===== src/rtl/rob_commit.sv =====
// rob_commit: in-order reorder buffer for the Tomasulo core.
// Issues at tail, captures CDB results by tag, retires from head.
module rob_commit #(
   parameter int DEPTH  = 8,
   parameter int IDX_W  = 3,
   parameter int TAG_W  = 4,
   parameter int REG_W  = 5,
   parameter int DATA_W = 32
) (
   input  logic              clk,
   input  logic              rst_n,
   input  logic              issue_valid,
   output logic              issue_ready,
   input  logic [REG_W-1:0]  issue_dest,
   input  logic [TAG_W-1:0]  issue_tag,
   output logic [IDX_W-1:0]  issue_idx,
   input  logic              cdb_valid,
   input  logic [TAG_W-1:0]  cdb_tag,
   input  logic [DATA_W-1:0] cdb_data,
   input  logic              flush,
   output logic              commit,
   output logic [REG_W-1:0]  commit_dest,
   output logic [TAG_W-1:0]  commit_tag,
   output logic [DATA_W-1:0] commit_data,
   output logic              commit_wen,
   output logic              empty,
   output logic [IDX_W:0]    count
);

   localparam logic [IDX_W:0] FULL_CNT = (IDX_W+1)'(DEPTH);

   logic [DEPTH-1:0]  valid_q, valid_d;
   logic [DEPTH-1:0]  done_q, done_d;
   logic [REG_W-1:0]  dest_q [DEPTH];
   logic [REG_W-1:0]  dest_d [DEPTH];
   logic [TAG_W-1:0]  tag_q  [DEPTH];
   logic [TAG_W-1:0]  tag_d  [DEPTH];
   logic [DATA_W-1:0] data_q [DEPTH];
   logic [DATA_W-1:0] data_d [DEPTH];
   logic [IDX_W-1:0]  head_q, head_d;
   logic [IDX_W-1:0]  tail_q, tail_d;
   logic [IDX_W:0]    count_q, count_d;

   logic              accept;
   logic              retire;
   logic [DEPTH-1:0]  wb_hit;

   // Handshake and head-entry views, all from registered state.
   always_comb begin
      issue_ready = (count_q < FULL_CNT);
      issue_idx   = tail_q;
      accept      = issue_valid && issue_ready;
      retire      = valid_q[head_q] && done_q[head_q];
      commit      = retire;
      commit_dest = dest_q[head_q];
      commit_tag  = tag_q[head_q];
      commit_data = data_q[head_q];
      commit_wen  = retire && (dest_q[head_q] != '0);
      empty       = (count_q == '0) && (head_q == tail_q);
      count       = count_q;
   end

   // Tag match: only live, still-pending entries may capture a result.
   always_comb begin
      wb_hit = '0;
      for (int i = 0; i < DEPTH; i++) begin
         wb_hit[i] = cdb_valid && valid_q[i] && !done_q[i] &&
                     (tag_q[i] == cdb_tag);
      end
   end

   // Next state: flush wins; otherwise writeback, retire, then allocate.
   always_comb begin
      valid_d = valid_q;
      done_d  = done_q;
      dest_d  = dest_q;
      tag_d   = tag_q;
      data_d  = data_q;
      head_d  = head_q;
      tail_d  = tail_q;
      count_d = count_q;
      if (flush) begin
         valid_d = '0;
         done_d  = '0;
         head_d  = '0;
         tail_d  = '0;
         count_d = '0;
      end else begin
         for (int i = 0; i < DEPTH; i++) begin
            if (wb_hit[i]) begin
               done_d[i] = 1'b1;
               data_d[i] = cdb_data;
            end
         end
         if (retire) begin
            valid_d[head_q] = 1'b0;
            head_d          = head_q + 1'b1;
         end
         // The tail slot is free, so the writeback above never touched it.
         if (accept) begin
            valid_d[tail_q] = 1'b1;
            done_d[tail_q]  = 1'b0;
            dest_d[tail_q]  = issue_dest;
            tag_d[tail_q]   = issue_tag;
            tail_d          = tail_q + 1'b1;
         end
         unique case ({accept, retire})
            2'b10:   count_d = count_q + 1'b1;
            2'b01:   count_d = count_q - 1'b1;
            default: count_d = count_q;
         endcase
      end
   end

   // State registers with asynchronous clear.
   always_ff @(posedge clk or negedge rst_n) begin
      if (!rst_n) begin
         valid_q <= '0;
         done_q  <= '0;
         head_q  <= '0;
         tail_q  <= '0;
         count_q <= '0;
         for (int i = 0; i < DEPTH; i++) begin
            dest_q[i] <= '0;
            tag_q[i]  <= '0;
            data_q[i] <= '0;
         end
      end else begin
         valid_q <= valid_d;
         done_q  <= done_d;
         head_q  <= head_d;
         tail_q  <= tail_d;
         count_q <= count_d;
         for (int i = 0; i < DEPTH; i++) begin
            dest_q[i] <= dest_d[i];
            tag_q[i]  <= tag_d[i];
            data_q[i] <= data_d[i];
         end
      end
   end

endmodule


===== config.mk =====
export PLATFORM = sky130hd
export DESIGN_NAME = rob_commit
export DESIGN_NICKNAME = d
export VERILOG_FILES = /design/src/rtl/rob_commit.sv
export SDC_FILE = /design/constraint.sdc
export NUM_CORES = 1
export LEC_CHECK = 0
export CAP_MARGIN = 20
export CORE_MARGIN = 2
export CORE_UTILIZATION = 40
export DETAILED_ROUTE_END_ITERATION = 8
export SLEW_MARGIN = 20
export SYNTH_ARGS = -nofsm -noshare
export SYNTH_HDL_FRONTEND = slang
export SYNTH_SLANG_ARGS = --single-unit

===== constraint.sdc =====
create_clock -name clk -period 4.53 [get_ports clk]
set_clock_uncertainty 0.15 [all_clocks]
set_input_delay 0.906 -clock clk [delete_from_list [all_inputs] [get_ports clk]]
set_output_delay 0.906 -clock clk [all_outputs]
set_load 0.05 [all_outputs]

[Yosys cells after proc, flatten, opt, wreduce, memory -nomap -nowiden]
Cells that the tools add are included.
Storage, ports and cells
  register bits: 354
  latch bits: 0
  RAM bits: 0
  memory bits (read-only): 0
  bits of input ports: 50
  output and inout bits: 52
  word-level logic and storage cells: 164
  memories: 0
Operators by class
  $add $sub $neg: 4
  multiply operators: 0
  divide/modulo/power cells: 0
  order comparisons: 8
  equal/unequal tests: 11
  shifts and indexed selects: 0
  muxes and demuxes: 51
  bitwise operators: 8
  reduce and logical (&&, ||, !) cells: 53
Operators by type and width (number)
  $bmux W32 S3: 1
  $mux W32: 2
  $mux W8: 6
  $bwmux W40: 1
  $bwmux W32: 1
  $eq A4 B4 Y1: 8
  $logic_and A1 B1 Y1: 31
  $mux W1: 20
  $reduce_and A2 Y1: 9
  $and A8 B8 Y8: 2
  $mux W4: 4
  $not A8 Y8: 2
  $bmux W5 S3: 1
  $demux W5 S3: 1
  $mux W5: 3
  $bmux W4 S3: 1
  $demux W4 S3: 1
  $mux W3: 4
  $ge A4 B4 Y1 const B: 2
  $logic_not A1 Y1: 8
  $lt A3 B4 Y1 const B: 2
  $not A3 Y4: 2
  $or A8 B8 Y8: 1
  $pmux W4 S2: 1
  16 further kinds: 21

[Logic depth before layout (Yosys ltp)]
  word-level depth: 11
  gate-level depth with buffers: 12
  depth with buffers taken out: 11

[Least setup slack after synthesis]
OpenSTA, ideal clock, no wires.
  kind: register -> output
  start point: register count_q[1], in the netlist count[1]
  end point: output empty
  arrival: 2724 ps
  data required time: 3474 ps
  slack: 750 ps
  cell stages (with the launch flop): 3
  buffers on the path: 0
  cells stage by stage: dfrtp_1 or4_1 nor4_1
On the way
  longest elaborated chain between the ends: 2
Ends and longest elaborated chain
  start, declared: line 42  | logic [IDX_W:0] count_q, count_d;
  start signal, assigned: line 133  | count_q <= count_d;
  $logic_not A4 Y1: line 59  | empty = (count_q == '0) && (head_q == tail_q);
  $logic_and A1 B1 Y1: line 59
  end, declared: line 26  | output logic empty,
Every way passes these cells.

[Worst setup path in the final report]
  start point: register head_q[0]
  end point: output commit_wen
On the way
  longest elaborated chain between the ends: 6
  elaborated cells on any way between the ends: 11
  classes of those cells: mux: 7; bitwise: 1; reduce/logical: 3
Ends and longest elaborated chain
  start, declared: line 40  | logic [IDX_W-1:0] head_q, head_d;
  start signal, assigned: line 120  | head_q <= '0;
  start signal, assigned: line 131  | head_q <= head_d;
  $not A3 Y4 (implied by the code): line 58  | commit_wen = retire && (dest_q[head_q] != '0);
  $bmux W5 S3: line 58
  $mux W5 (implied by the code) (2 in series): line 58
  $reduce_bool A5 Y1: line 58
  $logic_and A1 B1 Y1 (*): line 58
  end, declared: line 25  | output logic commit_wen,
Mark *: on every way between the ends. The rest lies on a longest branch, timed or not. The select of a mux whose other input is x is not followed.

==> qor.yml <==
status: "finished clean"
route.detailed.drc: 0
syn_avg_cell_area_sq_um: 13.5
ys.flop_type: "dfrtp_1"
critPathLaunch: "head_q[0]"
syn_to_final_growth_pct: 21.8
cell_internal_pwr_mw: 6.03
relSlewSlack: 0.376
power.switching_mw: 2.29
start_util: 0.407
fill_cells: 3465
grt_max_degree: 113
synth_edf_count: 0
die_y_um: 203
seq_area_sq_um: 8860
synth_area_leader_cell: "dfrtp_1"
setup_violations: 0
power_density_nw_per_um2: 433
critPathMaxFanout: 17
synth_cells: 1169
seq_power_share: 0.431
cts_hold_buf: 0
gr-total-overflow: 0
yosysSeqAreaShare: 0.562
tightest_slew_ps: 936
synth_top_area_frac: 0.562
slowest_stage: "dfrtp_1"
r2r-start: "head_q[0]"
leakage_nw: 8.84
fin_crit_ps: 4240
crit_arrival_ps: 3180
rsz0062_at_grt: "false"
crit_cells: 7
first_iter_violations: 514
end_kind: "output pin"
grt_usage: 0.207
crit_type: "reg -> out"
p_comb_frac: 0.197
fin_nets: 1325
port_buffers: 101
gp_congestion: 0.811
fin_crit_sh: 0.935
synth.ff_latch_count: 354
setup_ws_ps: 294
cts_resized: 0
first_pass_iters: 5
cap_violations: 0
rows: 72
finalSetupTns_ps: 0
required_ps: 3470
clkTransAtPathRegs_ps: 60
core_area_sq_um: 38700
slew_viol_final: 0
clock_latency_ps: 520
final_layout_size_suffix_gt1_frac: 0.378
path_cells: "or2_0 > o22ai_2 > o311a_4 > a21oi_4 > inv_1 > o41a_1 > buf_4"
wire_per_inst_um: 23.1
crit_family: "compound AO/OA/AOI/OAI gates"
multiInputGateArea_sq_um: 6630
switching_share: 0.275
place_area_sq_um: 18000
cp_slowest_stage_delay_ps: 730
syn-cell-area_sq_um: 15800
num_antenna_cells: 0
h-tree-depth: 2
numCtsBuffers: 39
crit_buf_inv: 2
fmax_mhz: 236
grt_pass1_wl_um: 66000
vias: 10357
layout_common_cells: "dfrtp_1 (354), mux2_2 (331), a22oi_1 (129), clkdlybuf4s50_1 (58), buf_12 (48)"
hp-class: "in -> async"
dieWidth_um: 203
post-cts-setup-buffers: 0
final_common_cell: "dfrtp_1"
routed_wl_um: 42000
grt_pass1_vias: 10970
cts_tree: "yes"
total_power_mw: 8.32
start_kind: "flip-flop"
post-dp-hpwl_um: 24500
die_area_sq_um: 41000
clock_sinks: 354
vdd_drop_max_v: 0.000256
async_reset_ff_frac: 1.00
reg2reg_depth: 10
final_area_sq_um: 19200
finalHoldViolCount: 0
vias_per_cell: 5.71
dp_cells: 1748
synth_cell_types: 48
pre_cts_slack_ps: 836
synth.area.top_cells: "dfrtp_1 (56%), mux2_2 (24%), a22oi_1 (6.1%), xnor2_1 (1.5%), nand4_1 (1.4%)"
synthesis.nets: 1223
boundaryPins: 102
ant_nets: 0
ys_warn_count: 0
clock_path_buffers: 3
antenna_found_initial: 1
root_buffer: "clkbuf_16"
clkPwrFrac: 0.372
fin_cells: 1813
==> cell type report <==
class	instances	area share
Clock buffer	58	0.0609
Clock inverter	7	0.00410
Inverter	14	0.00274
Multi-Input combinational cell	727	0.345
Sequential cell	354	0.461
Tap cell	518	0.0338
Timing Repair Buffer	135	0.0920
==> routing by layer <==
layer	share of wire	GRT usage	wire length [um]
met4	0.017	0.0459	722
met1	0.45	0.285	19000
met3	0.043	0.0313	1800
met2	0.49	0.346	20400
met5	0.00017	0	7
==> state kept, by name, indices dropped and copies added (netlist names) <==
| register | count |
|---|---|
| data_q | 256 |
| dest_q | 40 |
| tag_q | 32 |
| done_q | 8 |
| valid_q | 8 |
| count | 4 |
| head_q | 3 |
| issue_idx | 3 |
==> cell families (layout without fill, tap and decap cells) <==
logic type      count (synthesis)  in the layout  synth area share
mux                           344            344             0.247
flops                         354            354             0.562
simple gates                  144            144            0.0462
compound gates                194            194            0.0952
xor+xnor                       41             41            0.0228
fa+ha+maj                       4              4           0.00317
buf+inv                        88            214            0.0235
==> worst reg2reg max path, delay by kind of cell, from the launching register on <==
kind | cells | cell delay, ps
compound gates | 5 | 1210
flops | 1 | 730
simple gates | 4 | 1160
fa+ha+maj | 1 | 350
==> path summary, 6_finish.rpt <==
check / end / slack [ps]
worst max-delay path: commit_wen / 290
worst min-delay path: data_q[1] / 320
worst max register to register: count[3] / 850
worst min register to register: dest_q[34] / 350
max in group asynchronous: data_q[4] / 2880
min in group clk: dest_q[34] / 350
==> cells in the mapped netlist (3+ instances only) <==
cell and instances:
ha_1 4, a221oi_1 19, nand3_1 17, buf_2 29
mux2i_1 9, a22o_1 12, a21oi_1 6, mux2_2 331
nand2_1 29, nor3_1 11, and2_1 4, mux4_2 3
o21ai_0 10, nor2b_1 4, a22oi_1 129, a221o_1 3
nor2_1 29, xor2_1 14, buf_1 5, xnor2_1 27
inv_1 13, dfrtp_1 354, nand4_1 36, clkbuf_1 39
==> metrics by stage <==
stage | utilization | hold slack, ps
finish | 0.496 | 324
global route | 0.496 | 364
CTS | 0.496 | 356
detailed placement | 0.464 | 343
global placement | 0.464 | 334
floorplan | - | 324
==> power by group through the flow <==
| stage | sequential (mW) | clock [mW] | combinational [mW] |
|---|---|---|---|
| 2_1_floorplan | 3.61 | 0 | 0.888 |
| 3_3_place_gp | 3.64 | 0 | 1.64 |
| 3_5_place_dp | 3.64 | 0 | 1.65 |
| 4_1_cts | 3.59 | 3.16 | 1.66 |
| 5_1_grt | 3.63 | 3.28 | 1.73 |
| 6_report | 3.59 | 3.09 | 1.64 |
No activity file was read; power rests on OpenSTA's default activity.
